File: src/rtl/cpu_pkg.sv
// Shared encodings for the 8-bit CPU: ALU operations, ONE sub-ops, opcodes,
// sequencer states and decode classes. The ALU and the sequencer both import
// this package so the encodings cannot drift apart.
package cpu_pkg;

  localparam int unsigned DATA_W   = 8;
  localparam int unsigned ALU_OP_W = 2;

  // ALU operation select
  localparam logic [ALU_OP_W-1:0] ALU_ONE  = 2'b00;
  localparam logic [ALU_OP_W-1:0] ALU_ADD  = 2'b01;
  localparam logic [ALU_OP_W-1:0] ALU_SUB  = 2'b10;
  localparam logic [ALU_OP_W-1:0] ALU_SWAP = 2'b11;

  // Sub-operation carried on alu_a when alu_op = ONE
  localparam logic [DATA_W-1:0] SUBOP_INC = 8'h20;
  localparam logic [DATA_W-1:0] SUBOP_DEC = 8'h40;

  // Opcodes (first instruction byte)
  localparam logic [DATA_W-1:0] OP_STORE   = 8'h01;
  localparam logic [DATA_W-1:0] OP_LOAD    = 8'h02;
  localparam logic [DATA_W-1:0] OP_STOP    = 8'h04;
  localparam logic [DATA_W-1:0] OP_JUMP    = 8'h08;
  localparam logic [DATA_W-1:0] OP_M_STORE = 8'h10;
  localparam logic [DATA_W-1:0] OP_INC     = 8'h20;
  localparam logic [DATA_W-1:0] OP_DEC     = 8'h40;
  localparam logic [DATA_W-1:0] OP_ADD     = 8'h80;
  localparam logic [DATA_W-1:0] OP_SUB     = 8'h81;
  localparam logic [DATA_W-1:0] OP_JZ      = 8'h82;
  localparam logic [DATA_W-1:0] OP_JC      = 8'h83;

  typedef enum logic [3:0] {
    ST_IDLE,
    ST_FETCH_OP,
    ST_FETCH_ARG,
    ST_DECODE,
    ST_MEM_RD,
    ST_MEM_WR,
    ST_ALU_ISSUE,
    ST_ALU_WB,
    ST_HALT
  } state_e;

  // What DECODE does with an opcode
  typedef enum logic [3:0] {
    CLS_STORE,
    CLS_LOAD,
    CLS_STOP,
    CLS_JUMP,
    CLS_JZ,
    CLS_JC,
    CLS_M_STORE,
    CLS_ALU_MEM,   // ADD/SUB: operand read from mem[ARG] first
    CLS_ALU_ACC,   // INC/DEC: ALU ONE op on ACC only
    CLS_ILLEGAL
  } op_class_e;

endpackage

File: src/rtl/cpu_decode.sv
// Combinational opcode lookup.
//   opcode    in  : instruction register
//   op_class  out : action class taken in DECODE
//   alu_op    out : ALU operation for ALU-class opcodes
//   alu_subop out : ONE sub-op placed on alu_a for INC/DEC
//   illegal   out : opcode is not in the instruction set
module cpu_decode
  import cpu_pkg::*;
(
  input  logic [7:0] opcode,
  output op_class_e  op_class,
  output logic [1:0] alu_op,
  output logic [7:0] alu_subop,
  output logic       illegal
);

  always_comb begin
    op_class  = CLS_ILLEGAL;
    alu_op    = ALU_ONE;
    alu_subop = 8'h00;
    illegal   = 1'b0;
    case (opcode)
      OP_STORE:   op_class = CLS_STORE;
      OP_LOAD:    op_class = CLS_LOAD;
      OP_STOP:    op_class = CLS_STOP;
      OP_JUMP:    op_class = CLS_JUMP;
      OP_M_STORE: op_class = CLS_M_STORE;
      OP_JZ:      op_class = CLS_JZ;
      OP_JC:      op_class = CLS_JC;
      OP_INC: begin
        op_class  = CLS_ALU_ACC;
        alu_subop = SUBOP_INC;
      end
      OP_DEC: begin
        op_class  = CLS_ALU_ACC;
        alu_subop = SUBOP_DEC;
      end
      OP_ADD: begin
        op_class = CLS_ALU_MEM;
        alu_op   = ALU_ADD;
      end
      OP_SUB: begin
        op_class = CLS_ALU_MEM;
        alu_op   = ALU_SUB;
      end
      default: illegal = 1'b1;
    endcase
  end

endmodule

File: src/rtl/cpu_seq_ctrl.sv
// Fetch/decode/execute sequencer for the 8-bit CPU. Owns PC, ACC, IR/ARG and
// the latched flags; sole master of the program/data memory port and the ALU.
//   clk, rst                          : clock, async active-high reset
//   start                             : level, leaves IDLE when high
//   mem_req/we/addr/wdata, rdata/ack  : req/ack memory port (req held until ack)
//   alu_en/op/a/b, alu_out/zero/carry : registered ALU, result one cycle after en
//   pc, acc, flag_z, flag_c           : architectural state
//   halted, illegal                   : HALT state, sticky illegal-opcode flag
module cpu_seq_ctrl
  import cpu_pkg::*;
#(
  parameter logic [7:0] RESET_PC        = 8'h00,
  parameter bit         HALT_ON_ILLEGAL = 1'b1
) (
  input  logic       clk,
  input  logic       rst,
  input  logic       start,
  output logic       mem_req,
  output logic       mem_we,
  output logic [7:0] mem_addr,
  output logic [7:0] mem_wdata,
  input  logic [7:0] mem_rdata,
  input  logic       mem_ack,
  output logic       alu_en,
  output logic [1:0] alu_op,
  output logic [7:0] alu_a,
  output logic [7:0] alu_b,
  input  logic [7:0] alu_out,
  input  logic       alu_zero,
  input  logic       alu_carry,
  output logic [7:0] pc,
  output logic [7:0] acc,
  output logic       flag_z,
  output logic       flag_c,
  output logic       halted,
  output logic       illegal
);

  state_e     state;
  logic [7:0] ir;
  logic [7:0] arg;

  op_class_e  dec_class;
  logic [1:0] dec_alu_op;
  logic [7:0] dec_subop;
  logic       dec_illegal;

  logic       branch_taken_c;
  logic [7:0] fetch_addr_c;

  cpu_decode u_decode (
    .opcode    (ir),
    .op_class  (dec_class),
    .alu_op    (dec_alu_op),
    .alu_subop (dec_subop),
    .illegal   (dec_illegal)
  );

  // Address of the next opcode fetch when leaving DECODE
  always_comb begin
    branch_taken_c = (dec_class == CLS_JUMP) ||
                     ((dec_class == CLS_JZ) && flag_z) ||
                     ((dec_class == CLS_JC) && flag_c);
    fetch_addr_c   = branch_taken_c ? arg : pc;
  end

  // Sequencer; bus and ALU outputs are loaded on entry to the state that uses them
  always_ff @(posedge clk or posedge rst) begin
    if (rst) begin
      state     <= ST_IDLE;
      pc        <= RESET_PC;
      acc       <= 8'h00;
      ir        <= 8'h00;
      arg       <= 8'h00;
      flag_z    <= 1'b0;
      flag_c    <= 1'b0;
      halted    <= 1'b0;
      illegal   <= 1'b0;
      mem_req   <= 1'b0;
      mem_we    <= 1'b0;
      mem_addr  <= 8'h00;
      mem_wdata <= 8'h00;
      alu_en    <= 1'b0;
      alu_op    <= ALU_ONE;
      alu_a     <= 8'h00;
      alu_b     <= 8'h00;
    end else begin
      alu_en <= 1'b0;
      case (state)
        ST_IDLE: begin
          if (start) begin
            state    <= ST_FETCH_OP;
            mem_req  <= 1'b1;
            mem_we   <= 1'b0;
            mem_addr <= pc;
          end
        end

        ST_FETCH_OP: begin
          if (mem_ack) begin
            ir       <= mem_rdata;
            pc       <= pc + 8'd1;
            mem_addr <= pc + 8'd1;
            state    <= ST_FETCH_ARG;
          end
        end

        ST_FETCH_ARG: begin
          if (mem_ack) begin
            arg     <= mem_rdata;
            pc      <= pc + 8'd1;
            mem_req <= 1'b0;
            state   <= ST_DECODE;
          end
        end

        ST_DECODE: begin
          // Default exit: fetch the next (possibly branched-to) instruction
          state    <= ST_FETCH_OP;
          mem_req  <= 1'b1;
          mem_we   <= 1'b0;
          mem_addr <= fetch_addr_c;
          pc       <= fetch_addr_c;
          if (dec_illegal) begin
            if (HALT_ON_ILLEGAL) begin
              state   <= ST_HALT;
              mem_req <= 1'b0;
              halted  <= 1'b1;
              illegal <= 1'b1;
            end
          end else begin
            case (dec_class)
              CLS_STORE: acc <= arg;
              CLS_STOP: begin
                state   <= ST_HALT;
                mem_req <= 1'b0;
                halted  <= 1'b1;
              end
              CLS_LOAD, CLS_ALU_MEM: begin
                state    <= ST_MEM_RD;
                mem_addr <= arg;
              end
              CLS_M_STORE: begin
                state     <= ST_MEM_WR;
                mem_we    <= 1'b1;
                mem_addr  <= arg;
                mem_wdata <= acc;
              end
              CLS_ALU_ACC: begin
                state   <= ST_ALU_ISSUE;
                mem_req <= 1'b0;
                alu_en  <= 1'b1;
                alu_op  <= dec_alu_op;
                alu_a   <= dec_subop;
                alu_b   <= acc;
              end
              default: ;
            endcase
          end
        end

        ST_MEM_RD: begin
          if (mem_ack) begin
            if (dec_class == CLS_LOAD) begin
              acc      <= mem_rdata;
              state    <= ST_FETCH_OP;
              mem_addr <= pc;
            end else begin
              // alu_b doubles as the latched memory operand
              state   <= ST_ALU_ISSUE;
              mem_req <= 1'b0;
              alu_en  <= 1'b1;
              alu_op  <= dec_alu_op;
              alu_a   <= acc;
              alu_b   <= mem_rdata;
            end
          end
        end

        ST_MEM_WR: begin
          if (mem_ack) begin
            state    <= ST_FETCH_OP;
            mem_we   <= 1'b0;
            mem_addr <= pc;
          end
        end

        ST_ALU_ISSUE: state <= ST_ALU_WB;

        ST_ALU_WB: begin
          acc      <= alu_out;
          flag_z   <= alu_zero;
          flag_c   <= alu_carry;
          state    <= ST_FETCH_OP;
          mem_req  <= 1'b1;
          mem_we   <= 1'b0;
          mem_addr <= pc;
        end

        ST_HALT: ;

        default: state <= ST_HALT;
      endcase
    end
  end

endmodule

File: config.mk
export PLATFORM = sky130hd
export DESIGN_NAME = cpu_seq_ctrl
export DESIGN_NICKNAME = d
export VERILOG_FILES = /design/src/rtl/cpu_pkg.sv /design/src/rtl/cpu_decode.sv /design/src/rtl/cpu_seq_ctrl.sv
export SDC_FILE = /design/constraint.sdc
export NUM_CORES = 1
export LEC_CHECK = 0
export ABC_AREA = 1
export CORE_ASPECT_RATIO = 0.6
export CORE_MARGIN = 1.5
export CORE_UTILIZATION = 34
export CTS_CLUSTER_SIZE = 24
export DETAILED_ROUTE_END_ITERATION = 10
export PLACE_DENSITY_LB_ADDON = 0.25
export SYNTH_ARGS = -nofsm -noshare
export SYNTH_HDL_FRONTEND = slang
export SYNTH_SLANG_ARGS = --single-unit
File: constraint.sdc
create_clock -name clk -period 6.4 [get_ports clk]
set_input_delay 0.64 -clock clk [delete_from_list [all_inputs] [get_ports clk]]
set_output_delay 0.64 -clock clk [all_outputs]
set_load 0.01 [all_outputs]
==> flow_metrics.env, run 1 <==
export IMPL_startpoint_type="flip-flop"
export IMPL_cts_num_sinks=77
export IMPL_multi_input_area_sq_um=1890
export IMPL_grt_max_degree=78
export IMPL_hp_class="flip-flop to flip-flop"
export IMPL_synth_top_area_cell="dfrtp_1"
export IMPL_postRouteAntennaNets=0
export IMPL_yosys_warnings=0
export IMPL_finClkSkew_ns=0.00871
export IMPL_post_route_util_pct=45.1
export IMPL_hpwl_mm=9.32
export IMPL_crit_path_max_fanout=37
export IMPL_grt_pass1_wl_mm=20.3
export IMPL_ys_ff_latch=77
export IMPL_peakVddDrop_uv=147
export IMPL_place_area_sq_um=5120
export IMPL_status="finished clean"
export IMPL_slew_headroom_pct=34.7
export IMPL_synth_yosys_seq_area_share_pct=45.9
export IMPL_ff_latch_area_sq_um=1930
export IMPL_end_kind="flip-flop"
export IMPL_power_density_nw_per_um2=453
export IMPL_yosysTopAreaCellShare_pct=45.9
export IMPL_post_cts_setup_buffer_count=0
export IMPL_antenna_cells=0
export IMPL_hold_buffers=0
export IMPL_cp_cell_sequence="inv_2 > nand2_2 > nor2_4 > nand2_2 > o21ai_4 > o21ai_0 > o21ai_0"
export IMPL_htreeDepth=3
export IMPL_worst_slack_ns=3.97
export IMPL_stdcell_count=810
export IMPL_root_buffer="clkbuf_16"
export IMPL_slowest_stage="o21ai_4"
export IMPL_tns_ns=0
export IMPL_synth_edf_count=0
export IMPL_fmax_mhz=411
export IMPL_floorplan_initialDensity_pct=34.8
export IMPL_fin_nets=663
export IMPL_crit_type="flip-flop to flip-flop"
export IMPL_gp_congestion=0.974
export IMPL_arrival_ns=2.70
export IMPL_core_area_sq_um=12100
export IMPL_avgSynthCellArea_sq_um=7.44
export IMPL_vias=4085
export IMPL_grt_overflow=0
export IMPL_yosys_top_cells_count="138 x nand2_1, 77 x dfrtp_1, 77 x inv_1, 66 x nor2_1, 60 x o21ai_0"
export IMPL_path_clk_slew_ns=0.06
export IMPL_max_stage_delay_ns=0.67
export IMPL_cts_max_path_buffers=2
export IMPL_tightest_slew_ns=0.979
export IMPL_drive_gt1_share_pct=6.51
export IMPL_synth_most_common_cell="nand2_1"
export IMPL_ios=79
export IMPL_cts_resized=0
export IMPL_required_ns=6.66
export IMPL_die_area_sq_um=13000
export IMPL_syn_inst=564
export IMPL_synth_cell_types=33
export IMPL_async_reset_ff_share_pct=100
export IMPL_slew_viol_final=0
export IMPL_drcViolationCount=0
export IMPL_drt_pass1_iterations=6
export IMPL_final_cell_area_sq_um=5440
export IMPL_grt_usage_pct=20.2
export IMPL_die_x_microns=146
export IMPL_place_ws_ns=3.98
export IMPL_rows=31
export IMPL_drt_iter0_markers=368
export IMPL_p_total_mw=2.46
export IMPL_critPathTopFamily="compound AO/OA/AOI/OAI gates"
export IMPL_maxCapViolations=0
export IMPL_syn_cell_area_sq_um=4200
export IMPL_fill_cells=1173
export IMPL_rsz0062_at_grt="false"
export IMPL_hold_violations=0
export IMPL_via_per_inst=5.04
export IMPL_areaGrowthSynthToFinish_pct=29.5
export IMPL_p_leak_nw=2.55
export IMPL_numCtsBuffers=9
export IMPL_synth_nets=587
export IMPL_crit_buf_inv=1
export IMPL_antenna_found_initial=0
export IMPL_grt_pass1_vias=3933
export IMPL_dp_cells=794
export IMPL_cts_tree="built"
export IMPL_routed_wl_mm=12.4
export IMPL_drt_wirelength_per_cell_microns=15.3
export IMPL_setup_viol=0
export IMPL_period_needed_ns=2.43
export IMPL_ys_flop_type="dfrtp_1"
export IMPL_io_buffer_count=78
export IMPL_hold_slack_ns=0.469
export IMPL_die_h_microns=89.1
export IMPL_synthTopCellsByArea="dfrtp_1 46%, nand2_1 12%, o21ai_0 7.2%, inv_1 6.9%, nor2_1 5.9%"
export IMPL_finalCritPeriodShare_pct=38.0
export IMPL_clock_latency_ns=0.34
-- metal layers --
metal	global-route usage, %	up-vias	part of all wire [%]
li1	-	1990	-
met1	29.6	1902	51
met4	4.68	0	1.1
met2	29.7	176	40
met3	5.15	17	7.8
met5	0	-	0
-- power by group --
part | switching (mW) | internal (mW) | total [mW]
registers | 0.175 | 0.675 | 0.850
logic | 0.601 | 0.466 | 1.07
clock network | 0.204 | 0.343 | 0.547
total | 0.981 | 1.48 | 2.46
-- sequential cells by signal, summed over array words and instances, names as in the netlist, 4 cells and up --
signal	flops
mem_wdata	8
arg	8
acc	8
mem_addr	8
ir	8
state	4
pc	8
alu_b	8
alu_a	8
-- cells by family after synthesis --
| group | after synthesis | share of synthesized area [%] |
|---|---|---|
| adders and majority gates | 1 | 0.298 |
| buffers and inverters | 96 | 9.18 |
| and+or+nand+nor | 269 | 28.0 |
| AOI/OAI and AO/OA | 117 | 15.8 |
| xor gates and xnor gates | 4 | 0.834 |
| DFF | 77 | 45.9 |
-- area by class of cell --
cell class / instances / area share (%)
Clock inverter: 5 / 1.57
Tap cell: 165 / 3.80
Timing Repair Buffer: 80 / 14.6
Multi-Input combinational cell: 391 / 34.7
Sequential cell: 77 / 35.4
Inverter: 81 / 5.59
Clock buffer: 11 / 4.28
-- worst reg2reg max path, stage by stage, from the launching register on --
cell,delay [ns]
dfrtp_1,0.40
inv_2,0.09
nand2_2,0.10
nor2_4,0.50
nand2_2,0.25
o21ai_4,0.67
o21ai_0,0.22
o21ai_0,0.12
-- cell usage in the layout (no fill, tap or decap), types with 2 or more instances in the layout --
master             n
o22ai_1            7
o2bb2ai_1          2
clkbuf_16          9
a221oi_1           8
nor2_2             4
o21ai_0           60
buf_4              2
xor2_1             4
clkdlybuf4s50_1   78
a21oi_1           22
a31oi_1            3
inv_2              5
bufinv_16          2
a22oi_1            3
o211ai_1           2
clkinv_4           2
inv_1             76
nand3_1           33
nand4_1           10
nand2_2            8
dfrtp_1           77
o21ai_1            8
clkbuf_1           2
nor2_4             2
nand3_2            4
nor2_1            66
nand2_1          138
-- worst paths after layout --
path	end	start	slack [ns]	cells past startpoint
setup / recovery	alu_b[2]	state[3]	3.97	7
hold reg to reg	illegal	illegal	0.47	2
setup reg to reg	alu_b[2]	state[3]	3.97	7
hold / removal	illegal	illegal	0.47	2
min in group asynchronous	ir[3]	rst	0.92	3
max in group asynchronous	mem_addr[5]	rst	4.84	3
No activity file was read; power rests on OpenSTA's default activity.
==> run 2: changes to the inputs <==
Clock period 6.4 ns to 2.25 ns, I/O delays scaled along.
==> flow_metrics.env, run 2 (synthesized netlist as in run 1, its figures left out) <==
export IMPL_fill_cells=1184
export IMPL_clock_latency_ns=0.35
export IMPL_seq_power_share_pct=34.7
export IMPL_peakVddDrop_uv=496
export IMPL_ff_latch_area_sq_um=1930
export IMPL_slew_viol_final=0
export IMPL_switching_share_pct=41.9
export IMPL_drcViolationCount=0
export IMPL_cts_resized=0
export IMPL_tightest_slew_ns=0.794
export IMPL_rsz0062_at_grt="false"
export IMPL_cts_tree="built"
export IMPL_drt_wirelength_per_cell_microns=15.9
export IMPL_crit_path_max_fanout=20
export IMPL_hold_violations=0
export IMPL_htreeDepth=3
export IMPL_crit_type="flip-flop to flip-flop"
export IMPL_r2r_worst_path_cells=12
export IMPL_grt_usage_pct=20.7
export IMPL_crit_start="state[3]"
export IMPL_path_clk_slew_ns=0.07
export IMPL_drt_pass1_iterations=6
export IMPL_wl_met2_mm=5.31
export IMPL_floorplan_initialDensity_pct=34.8
export IMPL_hp_class="primary input to asynchronous set/reset pin"
export IMPL_die_x_microns=146
export IMPL_cts_max_path_buffers=2
export IMPL_most_common_layout_cells="138 x nand2_1, 78 x clkdlybuf4s50_1, 77 x dfrtp_1"
export IMPL_multi_input_area_sq_um=1890
export IMPL_finClkSkew_ns=0.0106
export IMPL_routed_top_layer="met4"
export IMPL_setup_viol=0
export IMPL_r2r_start="state[3]"
export IMPL_hold_buffers=0
export IMPL_end_kind="flip-flop"
export IMPL_clkPwrFrac_pct=20.9
export IMPL_gp_congestion=0.890
export IMPL_routed_wl_mm=13.0
export IMPL_antenna_found_initial=0
export IMPL_io_buffer_count=78
export IMPL_rows=31
export IMPL_root_buffer="clkbuf_16"
export IMPL_grt_max_degree=47
export IMPL_cts_num_sinks=77
export IMPL_required_ns=2.48
export IMPL_wl_met3_mm=1.08
export IMPL_final_common_cell="nand2_1"
export IMPL_postRouteAntennaNets=0
export IMPL_switchingPower_mw=2.92
export IMPL_antenna_cells=0
export IMPL_drive_gt1_share_pct=8.10
export IMPL_rr_endpoint="acc[1]"
export IMPL_ios=79
export IMPL_p_comb_share_pct=44.4
export IMPL_status="finished clean"
export IMPL_die_h_microns=89.1
export IMPL_grt_pass1_wl_mm=20.7
export IMPL_p_total_mw=6.96
export IMPL_period_needed_ns=2.02
export IMPL_numCtsBuffers=9
export IMPL_post_cts_setup_buffer_count=0
export IMPL_core_area_sq_um=12100
export IMPL_tns_ns=0
export IMPL_die_area_sq_um=13000
export IMPL_m1WireLength_mm=6.48
export IMPL_grt_pass1_vias=3951
export IMPL_startpoint_type="flip-flop"
export IMPL_drt_iter0_markers=440
export IMPL_slew_headroom_pct=47.1
export IMPL_power_internal_mw=4.04
export IMPL_fin_nets=672
export IMPL_maxCapViolations=0
export IMPL_fmax_mhz=495
export IMPL_arrival_ns=2.25
export IMPL_hpwl_mm=9.68
export IMPL_vias=4210
export IMPL_power_density_nw_per_um2=1260
export IMPL_ff2ff_setup_slack_ns=0.23
export IMPL_finalCritPeriodShare_pct=89.7
export IMPL_areaGrowthSynthToFinish_pct=31.1
export IMPL_grt_overflow=0
export IMPL_via_per_inst=5.14
export IMPL_p_leak_nw=2.59
[run 2: per-stage QoR]
step | setup WS [ns] | instances | cell area [sq um] | hold WS (ns) | util [%]
CTS | 0.212 | 818 | 5500 | 0.173 | 45.6
global route | 0.0576 | 819 | 5510 | 0.197 | 45.6
finish | 0.232 | 819 | 5510 | 0.168 | 45.6
detailed placement | 0.223 | 802 | 5200 | 0.454 | 43.1
floorplan | 0.0583 | 564 | 4200 | 0.334 | -
global placement | 0.282 | 802 | 5200 | 0.449 | 43.1
[run 2: worst max-delay path: stages (launching register included)]
cell	delay (ns)
dfrtp_1	0.40
inv_2	0.09
nand2_2	0.10
nor2_4	0.13
buf_4	0.27
inv_1	0.09
nand2_1	0.11
nand2_1	0.07
nand2_1	0.06
nand2_1	0.07
nand3b_4	0.29
nand2_1	0.12
o21ai_1	0.07
[run 2: power groups by stage]
stage	Sequential, mW	Combinational (mW)	Clock, mW
CTS	2.41	3.08	1.48
global route	2.48	3.45	1.54
finish	2.42	3.09	1.45
floorplan	2.47	1.68	0
global placement	2.42	3.03	0
detailed placement	2.44	3.06	0
[run 2: how the worst max path moves through the flow]
stage	cells past startpoint	slack, ns	end
4_1_cts	8	0.21	alu_b[2]
5_1_grt	12	0.06	acc[2]
6_report	12	0.23	acc[1]
3_3_place_gp	5	0.28	alu_a[7]
2_1_floorplan	1	0.06	acc[0]
3_5_place_dp	5	0.22	alu_b[2]
[run 2: layout make-up]
class | count | area share, %
repair buffers | 88 | 16.0
flip-flops and latches | 77 | 35.0
clock buffers | 9 | 4.09
inverters | 81 | 5.52
multi-input cells | 392 | 34.4
well taps | 165 | 3.75
clock inverters | 7 | 1.23
[run 2: routing by layer]
metal,track usage (%),up-vias
met5,0,-
met4,5.14,0
met3,6.12,16
met2,30.3,202
met1,29.9,1982
li1,-,2010
==> run 3: changes to the inputs <==
Settings changed: CORE_ASPECT_RATIO 0.6 to 1.75.
==> flow_metrics.env, run 3 (synthesized netlist as in run 1, its figures left out) <==
export IMPL_status="finished clean"
export IMPL_antenna_found_initial=0
export IMPL_crit_buf_inv=1
export IMPL_tns_ns=0
export IMPL_peakVddDrop_uv=525
export IMPL_drt_pass1_iterations=5
export IMPL_stdcell_count=816
export IMPL_period_needed_ns=2.01
export IMPL_place_ws_ns=0.164
export IMPL_r2r_start="ir[5]"
export IMPL_antenna_cells=0
export IMPL_vias=4144
export IMPL_finClkSkew_ns=0.00495
export IMPL_path_clk_slew_ns=0.06
export IMPL_areaGrowthSynthToFinish_pct=30.2
export IMPL_dp_cells=801
export IMPL_final_cell_area_sq_um=5470
export IMPL_cts_resized=0
export IMPL_numCtsBuffers=9
export IMPL_hp_class="primary input to asynchronous set/reset pin"
export IMPL_htreeDepth=3
export IMPL_p_total_mw=6.96
export IMPL_final_common_cell="nand2_1"
export IMPL_hold_buffers=0
export IMPL_finalCritPeriodShare_pct=89.3
export IMPL_cp_cell_sequence="inv_1 > nand2_1 > nor2_2 > nand2_2 > nand2_2 > o21ai_4 > o21ai_0 > o21ai_0"
export IMPL_cts_tree="built"
export IMPL_slowest_stage="o21ai_4"
export IMPL_startpoint_type="flip-flop"
export IMPL_gp_congestion=0.968
export IMPL_place_area_sq_um=5180
export IMPL_via_per_inst=5.08
export IMPL_grt_pass1_vias=4187
export IMPL_slew_viol_final=0
export IMPL_grt_max_degree=78
export IMPL_drt_iter0_markers=234
export IMPL_hold_violations=0
export IMPL_die_area_sq_um=13000
export IMPL_power_density_nw_per_um2=1270
export IMPL_grt_usage_pct=21.2
export IMPL_arrival_ns=2.26
export IMPL_fmax_mhz=498
export IMPL_crit_start="ir[5]"
export IMPL_rsz0062_at_grt="false"
export IMPL_core_area_sq_um=12000
export IMPL_post_route_util_pct=45.5
export IMPL_routed_wl_mm=13.1
export IMPL_most_common_layout_cells="138 x nand2_1, 78 x clkdlybuf4s50_1, 77 x dfrtp_1"
export IMPL_grt_overflow=0
export IMPL_postRouteAntennaNets=0
export IMPL_cts_num_sinks=77
export IMPL_clock_latency_ns=0.33
export IMPL_p_leak_nw=2.58
export IMPL_rows=53
export IMPL_fin_nets=670
export IMPL_grt_pass1_wl_mm=20.9
export IMPL_setup_viol=0
export IMPL_hold_slack_ns=0.299
export IMPL_post_cts_setup_buffer_count=0
export IMPL_max_stage_delay_ns=0.63
export IMPL_crit_path_max_fanout=37
export IMPL_ios=79
export IMPL_crit_type="flip-flop to flip-flop"
export IMPL_cts_max_path_buffers=2
export IMPL_tightest_slew_ns=0.765
export IMPL_maxCapViolations=0
export IMPL_hpwl_mm=10.2
export IMPL_drive_gt1_share_pct=7.53
export IMPL_die_h_microns=150
export IMPL_critPathTopFamily="compound AO/OA/AOI/OAI gates"
export IMPL_die_x_microns=87.0
export IMPL_io_buffer_count=78
export IMPL_required_ns=2.51
export IMPL_floorplan_initialDensity_pct=35.0
export IMPL_end_kind="flip-flop"
export IMPL_worst_slack_ns=0.242
export IMPL_drcViolationCount=0
export IMPL_slew_headroom_pct=48.8
export IMPL_drt_wirelength_per_cell_microns=16.1
export IMPL_root_buffer="clkbuf_16"
## run 3: power by group
part / leakage, nW / switching [mW] / internal, mW
registers: 0.955 / 0.531 / 1.92
logic: 1.48 / 1.76 / 1.35
clock network: 0.138 / 0.551 / 0.846
total: 2.58 / 2.85 / 4.11
## run 3: worst register-to-register path: cells and delay by family, from the launching register on
family | cells | cell delay, ns
simple gates | 4 | 0.50
buf+inv | 1 | 0.08
flops | 1 | 0.37
compound gates | 3 | 0.99
## run 3: area by class of cell
cell class              count  area [sq um]
clock inverters             5          52.6
flip-flops and latches     77          1930
fillers                  1211          6540
well taps                 165           206
clock buffers              10           229
multi-input cells         391          1890
repair buffers             87           861
inverters                  81           304
## run 3: path summary, 6_finish.rpt
path	to	slack, ns	cells past startpoint
max	alu_b[7]	0.24	8
min	alu_a[7]	0.30	3
max reg2reg	alu_b[7]	0.24	8
min reg2reg	illegal	0.46	2
max in group asynchronous	state[0]	1.62	3
min in group clk	flag_c	0.45	3
## run 3: metal layers
metal	vias to the layer above	share of wire (%)	global-route usage, %
met1	1971	37	22.1
met3	44	3.9	3.14
met2	138	53	38.5
met5	-	0	0
met4	0	6.0	13.7
li1	1991	-	-
